## config.mk

```make
export PLATFORM = sky130hd
export DESIGN_NAME = acq_ddr3_writer
export DESIGN_NICKNAME = d
export VERILOG_FILES = /design/src/rtl/acq_pkg.sv /design/src/rtl/acq_ddr3_writer.sv
export SDC_FILE = /design/constraint.sdc
export NUM_CORES = 1
export LEC_CHECK = 0
export CAP_MARGIN = 0
export CELL_PAD_IN_SITES_DETAIL_PLACEMENT = 1
export CELL_PAD_IN_SITES_GLOBAL_PLACEMENT = 2
export CORE_ASPECT_RATIO = 1.1
export CORE_MARGIN = 8
export CORE_UTILIZATION = 27
export DETAILED_ROUTE_END_ITERATION = 8
export PLACE_DENSITY = 0.8
export SLEW_MARGIN = 0
export SYNTH_ARGS = -nofsm -noshare
export SYNTH_HDL_FRONTEND = slang
export SYNTH_SLANG_ARGS = --single-unit
export TNS_END_PERCENT = 100
```

## constraint.sdc

```tcl
create_clock -name clk200 -period 7.5 [get_ports clk200]
set_input_delay 0.75 -clock clk200 [delete_from_list [all_inputs] [get_ports clk200]]
set_output_delay 0.75 -clock clk200 [all_outputs]
set_load 0.005 [all_outputs]
```

## src/rtl/acq_pkg.sv

```systemverilog
// Shared definitions for the acquisition-to-DDR3 write path: FSM states,
// DDR3 user-interface command codes and address stepping.
package acq_pkg;

  typedef enum logic [2:0] {
    ST_IDLE  = 3'd0,
    ST_RD    = 3'd1,
    ST_LATCH = 3'd2,
    ST_WR    = 3'd3,
    ST_DONE  = 3'd4
  } acq_state_t;

  localparam logic [2:0]  CMD_WRITE = 3'b000;
  localparam logic [2:0]  CMD_READ  = 3'b001;
  localparam logic [27:0] ADDR_STEP = 28'd8;

  // Word counter that sticks at its maximum instead of wrapping.
  function automatic logic [22:0] sat_inc(input logic [22:0] v);
    return (v == '1) ? v : v + 23'd1;
  endfunction

endpackage

```

## src/rtl/acq_ddr3_writer.sv

```systemverilog
// Drains the acquisition FIFO one 128-bit word at a time into DDR3 through
// the user interface, tracking fill size and signalling fill completion.
module acq_ddr3_writer
  import acq_pkg::*;
(
  input  logic         clk200,
  input  logic         reset_clk200_n,
  input  logic [127:0] fifo_dout,
  input  logic         fifo_empty,
  output logic         fifo_rd_en,
  input  logic         acq_done,
  input  logic         acq_reset,
  output logic         app_en,
  output logic [2:0]   app_cmd,
  output logic [27:0]  app_addr,
  input  logic         app_rdy,
  output logic [127:0] app_wdf_data,
  output logic         app_wdf_wren,
  output logic         app_wdf_end,
  input  logic         app_wdf_rdy,
  output logic         ddr3_wr_done,
  output logic [22:0]  wr_word_count
);

  logic       rst_meta;
  logic       rst_sync_n;
  acq_state_t state;
  acq_state_t state_nxt;
  logic       cmd_acc;
  logic       dat_acc;
  logic       cmd_hs;
  logic       dat_hs;
  logic       both_done;

  // Assert immediately, release two clk200 edges after the pin goes high.
  always_ff @(posedge clk200 or negedge reset_clk200_n) begin
    if (!reset_clk200_n) begin
      rst_meta   <= 1'b0;
      rst_sync_n <= 1'b0;
    end else begin
      rst_meta   <= 1'b1;
      rst_sync_n <= rst_meta;
    end
  end

  assign app_cmd = CMD_WRITE;

  always_comb begin
    fifo_rd_en   = 1'b0;
    app_en       = 1'b0;
    app_wdf_wren = 1'b0;
    ddr3_wr_done = 1'b0;
    state_nxt    = state;

    // Strobes derive from state and accepted flags so each drops the cycle after its handshake.
    if (state == ST_RD)   fifo_rd_en   = !fifo_empty;
    if (state == ST_WR) begin
      app_en       = !cmd_acc;
      app_wdf_wren = !dat_acc;
    end
    if (state == ST_DONE) ddr3_wr_done = 1'b1;

    cmd_hs    = app_en & app_rdy;
    dat_hs    = app_wdf_wren & app_wdf_rdy;
    both_done = (cmd_acc | cmd_hs) & (dat_acc | dat_hs);

    case (state)
      ST_IDLE: begin
        if (!fifo_empty)
          state_nxt = ST_RD;
        else if (acq_done && (wr_word_count != '0))
          state_nxt = ST_DONE;
      end
      ST_RD:    state_nxt = fifo_empty ? ST_IDLE : ST_LATCH;
      ST_LATCH: state_nxt = ST_WR;
      ST_WR:    if (both_done) state_nxt = ST_IDLE;
      ST_DONE:  if (!acq_done) state_nxt = ST_IDLE;
      default:  state_nxt = ST_IDLE;
    endcase

    if (acq_reset) state_nxt = ST_IDLE;
  end

  assign app_wdf_end = app_wdf_wren;

  always_ff @(posedge clk200 or negedge rst_sync_n) begin
    if (!rst_sync_n) begin
      state         <= ST_IDLE;
      cmd_acc       <= 1'b0;
      dat_acc       <= 1'b0;
      app_addr      <= '0;
      wr_word_count <= '0;
      app_wdf_data  <= '0;
    end else begin
      state <= state_nxt;
      if (acq_reset) begin
        cmd_acc       <= 1'b0;
        dat_acc       <= 1'b0;
        app_addr      <= '0;
        wr_word_count <= '0;
      end else begin
        case (state)
          ST_LATCH: begin
            app_wdf_data <= fifo_dout;
            cmd_acc      <= 1'b0;
            dat_acc      <= 1'b0;
          end
          ST_WR: begin
            if (both_done) begin
              wr_word_count <= sat_inc(wr_word_count);
              app_addr      <= app_addr + ADDR_STEP;
              cmd_acc       <= 1'b0;
              dat_acc       <= 1'b0;
            end else begin
              if (cmd_hs) cmd_acc <= 1'b1;
              if (dat_hs) dat_acc <= 1'b1;
            end
          end
          ST_DONE: begin
            if (!acq_done) begin
              wr_word_count <= '0;
              app_addr      <= '0;
            end
          end
          default: ;
        endcase
      end
    end
  end

endmodule

```

### Yosys cells after proc, flatten, opt, wreduce, memory -nomap -nowiden

Cells that the tools add are included.

* add/sub/neg operators: 2
* multiply operators: 0
* div/mod/pow operators: 0
* $lt $le $gt $ge: 0
* equal/unequal tests: 11
* shifts and indexed selects: 0
* muxes and demuxes: 28
* bitwise gates (word level): 6
* reductions and logical operators: 14

Operator list (count)
* two-way mux 23 bit: 4
* two-way mux 28 bit: 3
* one-hot mux 28 bit (2 select lines): 1
* one-hot mux 23 bit (2 select lines): 1
* adder 28 x 4 -> 28 bit (second input constant): 1
* adder 23 x 1 -> 23 bit (second input constant): 1
* equality test 23 bit (second input constant): 1
* nonzero test 23 bit: 1
* two-way mux 3 bit: 5
* one-hot mux 3 bit (5 select lines): 1
* != test 4 bit (second input constant): 3
* two-way mux 1 bit: 10
* != test 3 bit (second input constant): 3
* equality test 3 x 2 -> 1 bit (second input constant): 2
* AND reduction 2 bit: 3
* AND reduction 3 bit: 2
* nonzero test 3 bit: 2
* one-hot mux 1 bit (2 select lines): 2
* AND reduction 4 bit: 1
* AND 1 bit: 3
* equality test 3 x 1 -> 1 bit (second input constant): 1
* equality test 3 bit (second input constant): 1
* logical NOT 1 bit: 3
* logical NOT 3 bit: 1
* 4 further kinds: 5

* bits in registers: 186
* bits in latches: 0
* bits in writable memories: 0
* ROM bits: 0
* bits of input ports: 135
* logic and storage cells: 69
* memories: 0

### Logic depth before layout (Yosys ltp)

Gate-level depths: netlist (run 1).

* depth in word-level cells: 8
* mapped depth: 8
* mapped depth without buffers: 7

### Worst setup path after synthesis (run 1)

No wires, ideal clock.

* path type: input port to flip-flop
* from: in acq_reset
* to: reg wr_word_count[13]
* setup time: 0.075 ns
* arrival: 2.114 ns
* slack: 5.310 ns
* cell stages on the path: 7
* path buffers: 3
* cell sequence: clkbuf_1 -> or3_1 -> buf_2 -> a41oi_4 -> buf_6 -> nand4_2 -> o21ai_2

* word-level cells in the longest chain between the ends: 2
* elaborated cells on any way between the ends: 6
* those cells by class: eq/ne (3); mux (1); reduce/logical (2)

Ends and longest elaborated chain
* start, declared: RTL line acq_ddr3_writer.sv:12 `input logic acq_reset,`
* != test 3 bit (no source line) or nonzero test 3 bit (tied branches)
* AND reduction 4 bit (no source line)
* end signal, assigned: RTL line acq_ddr3_writer.sv:110 `wr_word_count <= sat_inc(wr_word_count);`
* end, declared: RTL line acq_ddr3_writer.sv:22 `output logic [22:0] wr_word_count`

Several ways; a longest one is shown, not always the timed one.
A chain may end at the register's enable or synchronous reset.

### Worst setup path after layout (run 1)

* from: in acq_reset
* to: reg app_wdf_data[85]

* word-level cells in the longest chain between the ends: 2

Ends and longest elaborated chain
* inverter 1 bit (no source line)
* AND reduction 2 bit (no source line)
* end signal, assigned: RTL line acq_ddr3_writer.sv:104 `app_wdf_data <= fifo_dout;`
* end, declared: RTL line acq_ddr3_writer.sv:17 `output logic [127:0] app_wdf_data,`

No other way between the ends.

==> results of run 1 <==
## where the power goes
group	internal, mW	switching, mW
Clock	0.458	0.476
Sequential	1.27	0.150
Combinational	0.732	0.323
## final cells by class
cell class                 count  area, sq um
clock inverter                15        190.2
inverter                      10        37.54
clock buffer                  17        425.4
fill                        3073        16750
sequential                   183         4583
tap                          368        460.4
timing repair buffer         323         3213
multi-input combinational    403         3044
## state kept, by name (all words and copies together) (netlist names)
name           count
state              3
dat_acc            1
app_addr          25
wr_word_count     23
rst_meta           1
rst_sync_n         1
app_wdf_data     128
cmd_acc            1
## cells in the final DEF (no fill, tap or decap), drive strengths merged
master and n:
a21o 1, a21oi 23, a31o 1, a31oi 22, a41oi 3, and2 2, and3 9, and4 1
buf 8, clkbuf 17, clkdlybuf4s50 315, clkinv 7, conb 7, dfrtp 183, ha 3, inv 18
mux2 128, nand2 31, nand3 19, nand3b 1, nand4 21, nor2 19, nor2b 4, nor3 8
nor4 11, nor4b 2, o21a 1, o21ai 71, o221a 1, o221ai 1, o22ai 1, o31ai 5
o41ai 1, or3 3, or3b 1, or4 2
## worst paths after layout
path                               endpoint       start  slack (ns)
setup reg to reg           app_wdf_data[85]    state[0]        4.64
min in group asynchronous  app_wdf_data[88]  rst_sync_n        0.46
max in group asynchronous       app_addr[7]  rst_sync_n        5.68
hold reg to reg                  rst_sync_n    rst_meta        0.36
hold / removal                   rst_sync_n    rst_meta        0.36
setup / recovery           app_wdf_data[85]   acq_reset        4.17
## routing by layer
| metal | global-route usage [%] | up-vias | share of wire [%] |
|---|---|---|---|
| li1 | - | 2917 | - |
| met1 | 19.13 | 3212 | 41 |
| met2 | 27.98 | 202 | 50 |
| met3 | 5.525 | 22 | 8.7 |
| met4 | 3.371 | 6 | 0.82 |
| met5 | 0 | - | 0.14 |
## worst max-delay path, stage by stage
cell             delay, ns
clkdlybuf4s50_1       0.61
nor4b_2               0.29
buf_4                 0.61
buf_4                 0.90
mux2_2                0.42
## kinds of logic after synthesis
| family | Yosys count |
|---|---|
| flops | 183 |
| simple gates | 134 |
| compound gates | 131 |
| mux | 128 |
| buf+inv | 49 |
| fa+ha+maj | 3 |
| other cells | 2 |
## metrics by stage
stage / area, sq um / total power, mW / utilization (%)
after floorplan: 7879 / 1.735 / -
after global placement: 11340 / 2.489 / 39.49
after detailed placement: 11340 / 2.524 / 39.49
after CTS: 11950 / 3.473 / 41.64
after global routing: 11950 / 3.604 / 41.64
final: 11950 / 3.406 / 41.64
==> metrics.md, run 1 <==
| Metric | Value |
|---|---|
| Fin. max-slew vios | 0 |
| Hold-fix buffers, CTS | 0 |
| First-pass GRT wire length | approximately 43000 um |
| Kind of critical path | primary input to flop |
| Worst VDD drop | 0.1601 mV |
| Area growth from synthesis to layout | 52.09% |
| Adder-cell share of the synthesized area | 0.4776% |
| Die area | 0.03483 sq mm |
| Top FF cell, synth | dfrtp_1 |
| Hold_ws | 0.3552 ns |
| Post-synthesis xor/xnor area fraction | 0% |
| CTS max path bufs | 2 |
| Ports | 322 |
| Fmax | 300.6 MHz |
| Die height | 194.9 um |
| DRC viols | 0 |
| Post-synth cell types | 45 |
| Root buffer cell | clkbuf_16 |
| Via count of the first global-routing pass | 6797 |
| Fin nets | 1076 |
| RSZ-0062 raised after global routing | no |
| Critical Path End Type | flop |
| Dpl hpwl | 21710 um |
| FF-to-FF path depth | 4 |
| Final Hold Vio Count | 0 |
| Compound-cell area share of the yosys netlist | between 10 and 15% |
| Post-Route WL | 28670 um |
| Post-synth top cells | 183 x dfrtp_1, 128 x mux2_2, 57 x o21ai_0 |
| Avg Inst Size Synth | between 10 and 15 sq um |
| Post-Route Skew | 0.01774 ns |
| Tightest Pin Transition | 1.028 ns |
| HP Class | flop to flop |
| Core footprint | 0.02871 sq mm |
| Number of H-tree levels | 4 |
| Max-cap viol count | 0 |
| Tot GR Track Use | 16.22% |
| Initial Util | 27.38% |
| CTS tree | built |
| GPL Wtd Cong | 0.7612 |
| YS warnings | 0 |
| Post-synthesis mux area share | 18.34% |
| Remaining antenna violation count | 0 |
| Worst endpoint required time | 7.81 ns |
| Placed Cells | 1287 |
| Worst skew pair latency | 0.44 ns |
| Layout cell share with drive strength beyond 1 | about a fifth |
| Leading area contributor after synthesis | dfrtp_1 |
| Min cycle time layout | 3.327 ns |
| Final WS setup | roughly 4.2 ns |
| CTS Sinks | 183 |
| Antenna Cells | 0 |
| Cell Area, Synth | 0.007860 sq mm |
| Sequential share of the synthesized area | 58.26% |
| Via count | around 6.4k |
| Post-synth EDFFs | 0 |
| CTS Buf Count | 17 |
| Congestion Overflow GR | 0 |
| P per Cell Area | 284.9 mW/mm^2 |
| Postcts setup bufs | 0 |
| Leak | 4.863 nW |
| Pin count of the biggest net entering global routing | 77 |
| Dpl ws | roughly 3.7 ns |
| Top cells by area, synth | dfrtp_1 58%, mux2_2 18%, o21ai_0 3.6%, a31oi_1 1.7%, nand4_1 1.5% |
| Crit path arrival time | between 3 and 4 ns |
| Yosys reg bits | around 180 |
| Synth Area in Simple Gates | 9.392% |
| Largest fanout on the critical path | 76 |
| Critical Path Start Type | primary input |
| Synth Instances | 630 |
| Setup TNS | 0 ns |
| Largest family of logic cells by synthesized area | multiplexers |
| Row cnt | 65 |
| Worst-path clk slew | 0.07 ns |
| Hold Path Stages | 0 |
| Top-count cell post-synth | dfrtp_1 |
| Drt first pass iters | 4 |
| Layout Cells excl Fill | 1319 |
| Setup violators final | 0 |
| Period utilization | 44.36% |
| PortBufs | 315 |
| Status | completed |
| Initial antenna violation count | 3 |
| Worst relative slew slack | a little under a third |
| Ys async rst share | 100.0% |
| Vias per cell | 4.821 |
| Die extent in x | 178.7 um |
| Synth top area share | 58.26% |
| Initial drt markers | 244 |
| CTS-repair resized insts | 0 |
| WL per Instance | about 22 um |
No activity file was read; power rests on OpenSTA's default activity.
==> inputs of run 2 (changes only) <==
--- a/config.mk
+++ b/config.mk
@@ -10,9 +10,9 @@
 export CELL_PAD_IN_SITES_GLOBAL_PLACEMENT = 2
 export CORE_ASPECT_RATIO = 1.1
 export CORE_MARGIN = 8
-export CORE_UTILIZATION = 27
+export CORE_UTILIZATION = 24
 export DETAILED_ROUTE_END_ITERATION = 8
-export PLACE_DENSITY = 0.8
+export PLACE_DENSITY = 0.75
 export SLEW_MARGIN = 0
 export SYNTH_ARGS = -nofsm -noshare
 export SYNTH_HDL_FRONTEND = slang
==> constraint.sdc (replaced) <==
create_clock -name clk200 -period 2.7 [get_ports clk200]
set_input_delay 0.27 -clock clk200 [delete_from_list [all_inputs] [get_ports clk200]]
set_output_delay 0.27 -clock clk200 [all_outputs]
set_load 0.005 [all_outputs]
==> metrics.md, run 2 (synthesis results as in run 1) <==
| Metric | Value |
|---|---|
| CTS Sinks | 183 (unchanged) |
| Fin nets | 1101 (+2.3%) |
| Die height | 205.8 um (+5.6%) |
| Remaining antenna violation count | 0 (unchanged) |
| WL per Instance | 19.99 um (-8.0%) |
| Fin. max-slew vios | 0 (unchanged) |
| Setup violators final | 0 (unchanged) |
| Placed inst area | 0.01170 sq mm (+3.2%) |
| DRC viols | 0 (unchanged) |
| PortBufs | 315 (unchanged) |
| Congestion Overflow GR | 0 (unchanged) |
| Tot GR Track Use | 14.34% (-1.9 points) |
| Drt first pass iters | 4 (unchanged) |
| HP Class | flop to flop |
| Max-cap viol count | 0 (unchanged) |
| Fmax | 403.1 MHz |
| Worst endpoint required time | 2.43 ns (-5.38 ns) |
| Via count of the first global-routing pass | 6826 (+0.43%) |
| Postcts setup bufs | 0 (unchanged) |
| Cell area after layout | 0.01232 sq mm (+3.0%) |
| CTS max path bufs | 2 (unchanged) |
| Largest regs | app_wdf_data (128), app_addr (25), wr_word_count (23) |
| CTS tree | built |
| Min cycle time layout | 2.480 ns |
| Initial drt markers | 247 (+1.2%) |
| Kind of critical path | flop to primary output |
| Period utilization | 91.87% |
| Most common cell after layout, fill and taps aside | clkdlybuf4s50_1 |
| Layout cell share with drive strength beyond 1 | 21.21% (+2.0 points) |
| Top reg by flops | app_wdf_data |
| CTS-repair resized insts | 0 (unchanged) |
| Worst VDD drop | 0.3645 mV (+130%) |
| Placed Cells | 1369 (+6.4%) |
| Setup TNS | 0 ns (unchanged) |
| RSZ-0062 raised after global routing | no |
| Antenna Cells | 0 (unchanged) |
| CTS Buf Count | 17 (unchanged) |
| GPL Wtd Cong | 0.7357 (-3.3%) |
| Cell Chain, Critical Path | inv_1 -> nor4_1 -> clkdlybuf4s50_1 |
| Critical Path Start Type | flop |
| Area growth from synthesis to layout | 56.69% |
| Core footprint | 0.03229 sq mm (+12%) |
| Die extent in x | 188.6 um (+5.5%) |
| Worst relative slew slack | 51.99% (+21 points) |
| Layout Cells excl Fill | 1402 (+6.3%) |
| Tightest Pin Transition | 0.7201 ns (-0.3079 ns) |
| Max stage delay on crit path | 0.62 ns (-0.28 ns) |
| Number of H-tree levels | 4 (unchanged) |
| Post-Route Skew | 0.01699 ns (-0.0007545 ns) |
| Vias per cell | 4.583 (-4.9%) |
| Critical path's slowest cell | clkdlybuf4s50_1 |
| Initial antenna violation count | 1 (-2) |
| Hold-fix buffers, CTS | 1 (+1) |
| Worst skew pair latency | 0.44 ns (about the same) |
| Root buffer cell | clkbuf_16 |
| Initial Util | 24.34% (-3.0 points) |
| Critical Path End Type | primary output |
| Leak | 5.019 nW (+3.2%) |
| Post-Route WL | 28030 um (-2.2%) |
| Most frequent cells in the layout | 315 x clkdlybuf4s50_1, 182 x dfrtp_1, 128 x mux2_2 |
| Via count | 6425 (+1.0%) |
| First-pass GRT wire length | 43420 um (+0.11%) |
| Largest fanout on the critical path | 7 (-91%) |
| Worst-path clk slew | 0.08 ns (about the same) |
| Final Hold Vio Count | 0 (unchanged) |
| Dpl hpwl | 21600 um (-0.53%) |
| Pin count of the biggest net entering global routing | 53 (-31%) |
| Row cnt | 69 (+6.2%) |
| Status | completed |
| Die area | 0.03880 sq mm (+11%) |
| P per Cell Area | 769.6 mW/mm^2 (+170%) |
| Number of flip-flops in the largest register | 128 (unchanged) |
| Hold_ws | 0.3528 ns (-0.002367 ns) |
| Ports | 322 (unchanged) |
| Crit path arrival time | 2.21 ns (-1.43 ns) |
==> run 2: changes by cell type in the layout (fill, tap and decap cells not counted) <==
| cell | change |
|---|---|
| clkinv_8 | -4 |
| inv_6 | +1 |
| buf_12 | +9 |
| buf_4 | +15 |
| clkinv_4 | +2 |
| inv_12 | -1 |
| inv_8 | +1 |
| bufinv_16 | +1 |
| dlygate4sd3_1 | +1 |
==> run 2: layout make-up <==
| cell class | count | area [sq um] |
|---|---|---|
| repair buffers | 348 | 3516 |
| clock buffers | 17 | 425.4 |
| inverters | 10 | 37.54 |
| fillers | 3537 | 19970 |
| clock inverters | 15 | 176.4 |
| multi-input cells | 403 | 3044 |
| flip-flops and latches | 183 | 4583 |
| well taps | 426 | 533.0 |
==> run 2: layer usage <==
layer  share of wire [%]  GRT usage (%)  up-vias
met5               0.046              0        -
met4                0.65          2.682        2
met3                 6.5          4.305       16
met2                  50          24.32      225
met1                  43          17.94     3219
li1                    -              -     2963
==> run 2: final timing paths <==
kind                             startpoint                 to  slack [ns]  depth (start not counted)
hold / removal                     rst_meta         rst_sync_n        0.35                          0
max in group asynchronous        rst_sync_n  app_wdf_data[107]        1.56                          1
hold reg to reg                    rst_meta         rst_sync_n        0.35                          0
setup reg to reg           wr_word_count[1]   wr_word_count[3]        0.51                          7
setup / recovery                   state[0]         fifo_rd_en        0.22                          3
min in group asynchronous        rst_sync_n   wr_word_count[5]        0.38                          0
==> run 2: through the flow <==
stage / util, % / setup slack [ns] / power, mW
5_1_grt: 38.14 / 0.02554 / 10.02
3_3_place_gp: 36.25 / 0.4709 / 6.940
2_1_floorplan: - / 0.8044 / 4.817
6_report: 38.14 / 0.2195 / 9.478
4_1_cts: 38.14 / 0.1162 / 9.690
3_5_place_dp: 36.25 / 0.4330 / 7.034
==> run 2: worst max-delay path: cells and delay by family (launching register included) <==
| family | cells | cell delay, ns |
|---|---|---|
| buffers and inverters | 2 | 0.71 |
| and+or+nand+nor | 1 | 0.54 |
| DFF | 1 | 0.52 |
==> run 2: power by group <==
group          switching (mW)  leakage, nW  internal (mW)
Combinational           0.895         2.40           2.06
Clock                    1.25        0.298           1.33
Sequential              0.420         2.32           3.52
Total                    2.57         5.02           6.91
==> inputs of run 3 (changes only) <==
--- a/config.mk
+++ b/config.mk
@@ -6,7 +6,7 @@
 export NUM_CORES = 1
 export LEC_CHECK = 0
 export CAP_MARGIN = 0
-export CELL_PAD_IN_SITES_DETAIL_PLACEMENT = 1
+export CELL_PAD_IN_SITES_DETAIL_PLACEMENT = 0
 export CELL_PAD_IN_SITES_GLOBAL_PLACEMENT = 2
 export CORE_ASPECT_RATIO = 1.1
 export CORE_MARGIN = 8
@@ -17,4 +17,4 @@
 export SYNTH_ARGS = -nofsm -noshare
 export SYNTH_HDL_FRONTEND = slang
 export SYNTH_SLANG_ARGS = --single-unit
-export TNS_END_PERCENT = 100
+export TNS_END_PERCENT = 50
==> metrics.md, run 3 (synthesis results as in run 1) <==
| Metric | Value |
|---|---|
| Status | completed |
| CTS Buf Count | 17 (unchanged) |
| Area growth from synthesis to layout | 56.45% |
| Crit path depth | 3 (unchanged) |
| Tot GR Track Use | 13.59% (-0.75 points) |
| Die extent in x | 188.6 um (unchanged) |
| Layout cell share with drive strength beyond 1 | 21.21% (unchanged) |
| Vias per cell | 4.526 (-1.2%) |
| Leak | 5.003 nW (-0.33%) |
| Reg2reg start | wr_word_count[0] |
| Drt first pass iters | 4 (unchanged) |
| Tot Pwr | 9.363 mW (-1.2%) |
| Initial antenna violation count | 1 (unchanged) |
| Worst endpoint required time | 2.43 ns (about the same) |
| Core footprint | 0.03229 sq mm (unchanged) |
| Critical Path End Type | primary output |
| Tightest Pin Transition | 0.7391 ns (+0.01900 ns) |
| Setup violators final | 0 (unchanged) |
| Period utilization | 93.33% (+1.5 points) |
| Min cycle time layout | 2.520 ns (+0.03932 ns) |
| CTS tree | built |
| Seq. cell area | 0.004583 sq mm (unchanged) |
| CTS Sinks | 183 (unchanged) |
| Crit path arrival time | 2.25 ns (+0.04 ns) |
| Worst skew pair latency | 0.43 ns (about the same) |
| Initial Util | 24.34% (unchanged) |
| Number of H-tree levels | 4 (unchanged) |
| Post-Route WL | 27000 um (-3.7%) |
| HP Class | flop to flop |
| Cell Chain, Critical Path | inv_1 -> nor4_1 -> clkdlybuf4s50_1 |
| R2R Setup Slk | 0.54 ns (+0.03 ns) |
| Post-Route Skew | 0.01194 ns (-0.005044 ns) |
| Multi-input gate area | 0.003044 sq mm (unchanged) |
| Critical path's slowest cell | clkdlybuf4s50_1 |
| Dpl hpwl | 20420 um (-5.5%) |
| WL per Instance | 19.24 um (-3.7%) |
| Die height | 205.8 um (unchanged) |
| Critical Path Start Type | flop |
| Root buffer cell | clkbuf_16 |
| Largest fanout on the critical path | 7 (unchanged) |
| FILL cells | 3153 (-11%) |
| Critical path's top delay family | buffers and inverters |
| Worst flop-to-flop path endpoint | wr_word_count[3] |
| Fmax | 396.9 MHz (-1.6%) |
| Hold Path Stages | 0 (unchanged) |
| Die area | 0.03880 sq mm (unchanged) |
| Dpl ws | 0.4586 ns (+0.02563 ns) |
| Ports | 322 (unchanged) |
| Fin nets | 1101 (unchanged) |
| Fin. max-slew vios | 0 (unchanged) |
| DRC viols | 0 (unchanged) |
| Congestion Overflow GR | 0 (unchanged) |
| Remaining antenna violation count | 0 (unchanged) |
| Setup TNS | 0 ns (unchanged) |
| Hold EP | rst_sync_n |
| First-pass GRT wire length | 41270 um (-5.0%) |
| Via count | 6350 (-1.2%) |
| Kind of critical path | flop to primary output |
| PortBufs | 315 (unchanged) |
| Worst-path clk slew | 0.08 ns (about the same) |
| Row cnt | 69 (unchanged) |
| Via count of the first global-routing pass | 6483 (-5.0%) |
| Pin count of the biggest net entering global routing | 53 (unchanged) |
| Final Hold Vio Count | 0 (unchanged) |
| Fin util | 38.08% (-0.058 points) |
| Buffers & Inverters on Critical Path | 2 (unchanged) |
| GPL Wtd Cong | 0.7357 (unchanged) |
| P per Cell Area | 761.4 mW/mm^2 (-1.1%) |
| Initial drt markers | 312 (+26%) |
| Worst Hold Launch | rst_meta |
| Most common cell after layout, fill and taps aside | clkdlybuf4s50_1 |
| CTS max path bufs | 2 (unchanged) |
| Max-cap viol count | 0 (unchanged) |
| Worst VDD drop | 0.3217 mV (-12%) |
| RSZ-0062 raised after global routing | no |
| FF-to-FF path depth | 7 (unchanged) |
| Final WS setup | 0.1802 ns (-0.03932 ns) |
| Number of flip-flops in the largest register | 128 (unchanged) |
| Max stage delay on crit path | 0.63 ns (about the same) |
| Postcts setup bufs | 0 (unchanged) |
| Worst relative slew slack | 50.73% (-1.3 points) |
| Most frequent cells in the layout | 315 x clkdlybuf4s50_1, 182 x dfrtp_1, 128 x mux2_2 |
| Top reg by flops | app_wdf_data |
| Largest regs | app_wdf_data (128), app_addr (25), wr_word_count (23) |
run 3: changes by cell type in the layout (fill, tap and decap cells not counted), sizes merged:
cell / delta
bufinv: -1
clkinv: -1
clkinvlp: +2
diode: +1
run 3: layout make-up:
class	count	area share [%]
flip-flops and latches	183	37.27
repair buffers	348	28.59
multi-input cells	403	24.76
well taps	426	4.335
clock buffers	17	3.460
clock inverters	15	1.262
inverters	10	0.3053
diodes	1	0.02035
run 3: stage by stage:
| stage | hold WS, ns | cells | area [sq um] |
|---|---|---|---|
| 6_report | 0.3508 | 1403 | 12300 |
| 5_1_grt | 0.3731 | 1403 | 12300 |
| 4_1_cts | 0.3529 | 1402 | 12290 |
| 3_5_place_dp | 0.3347 | 1369 | 11700 |
| 3_3_place_gp | 0.3354 | 1369 | 11700 |
| 2_1_floorplan | -0.02559 | 635 | 7883 |
run 3: worst max path at each step:
stage                         start                end  slack (ns)
final                      state[0]         fifo_rd_en        0.18
after global routing       state[0]         fifo_rd_en        0.05
after CTS                  state[0]         fifo_rd_en        0.15
after detailed placement  acq_reset  app_wdf_data[104]        0.46
after global placement    acq_reset   app_wdf_data[70]        0.47
after floorplan            state[0]  wr_word_count[20]        0.80
run 3: worst register-to-register path: cells and delay by family, from the launching register on:
family | cells | cell delay (ns)
and+or+nand+nor | 2 | 0.62
AOI/OAI and AO/OA | 3 | 0.45
DFF | 1 | 0.43
adders and majority gates | 1 | 0.30
buffers and inverters | 1 | 0.23
run 3: metal layers:
metal,wire length (um),share of wire [%],up-vias,GRT usage [%]
met4,274,1.0,0,3.659
met2,13150,49,240,22.57
met3,1852,6.9,14,4.102
met5,0,0,-,0
li1,-,-,2970,-
met1,11720,43,3126,16.97
run 3: timing repair:
item	4_1_cts	5_1_grt
hold buffers	1	0
gates resized for setup	0	0
setup endpoints to repair	0	0
hold endpoints to repair	2	0
run 3: report_power, final:
group	leakage (nW)	internal (mW)	switching, mW
sequential	2.32	3.52	0.402
combinational	2.40	2.06	0.870
clock	0.281	1.24	1.27
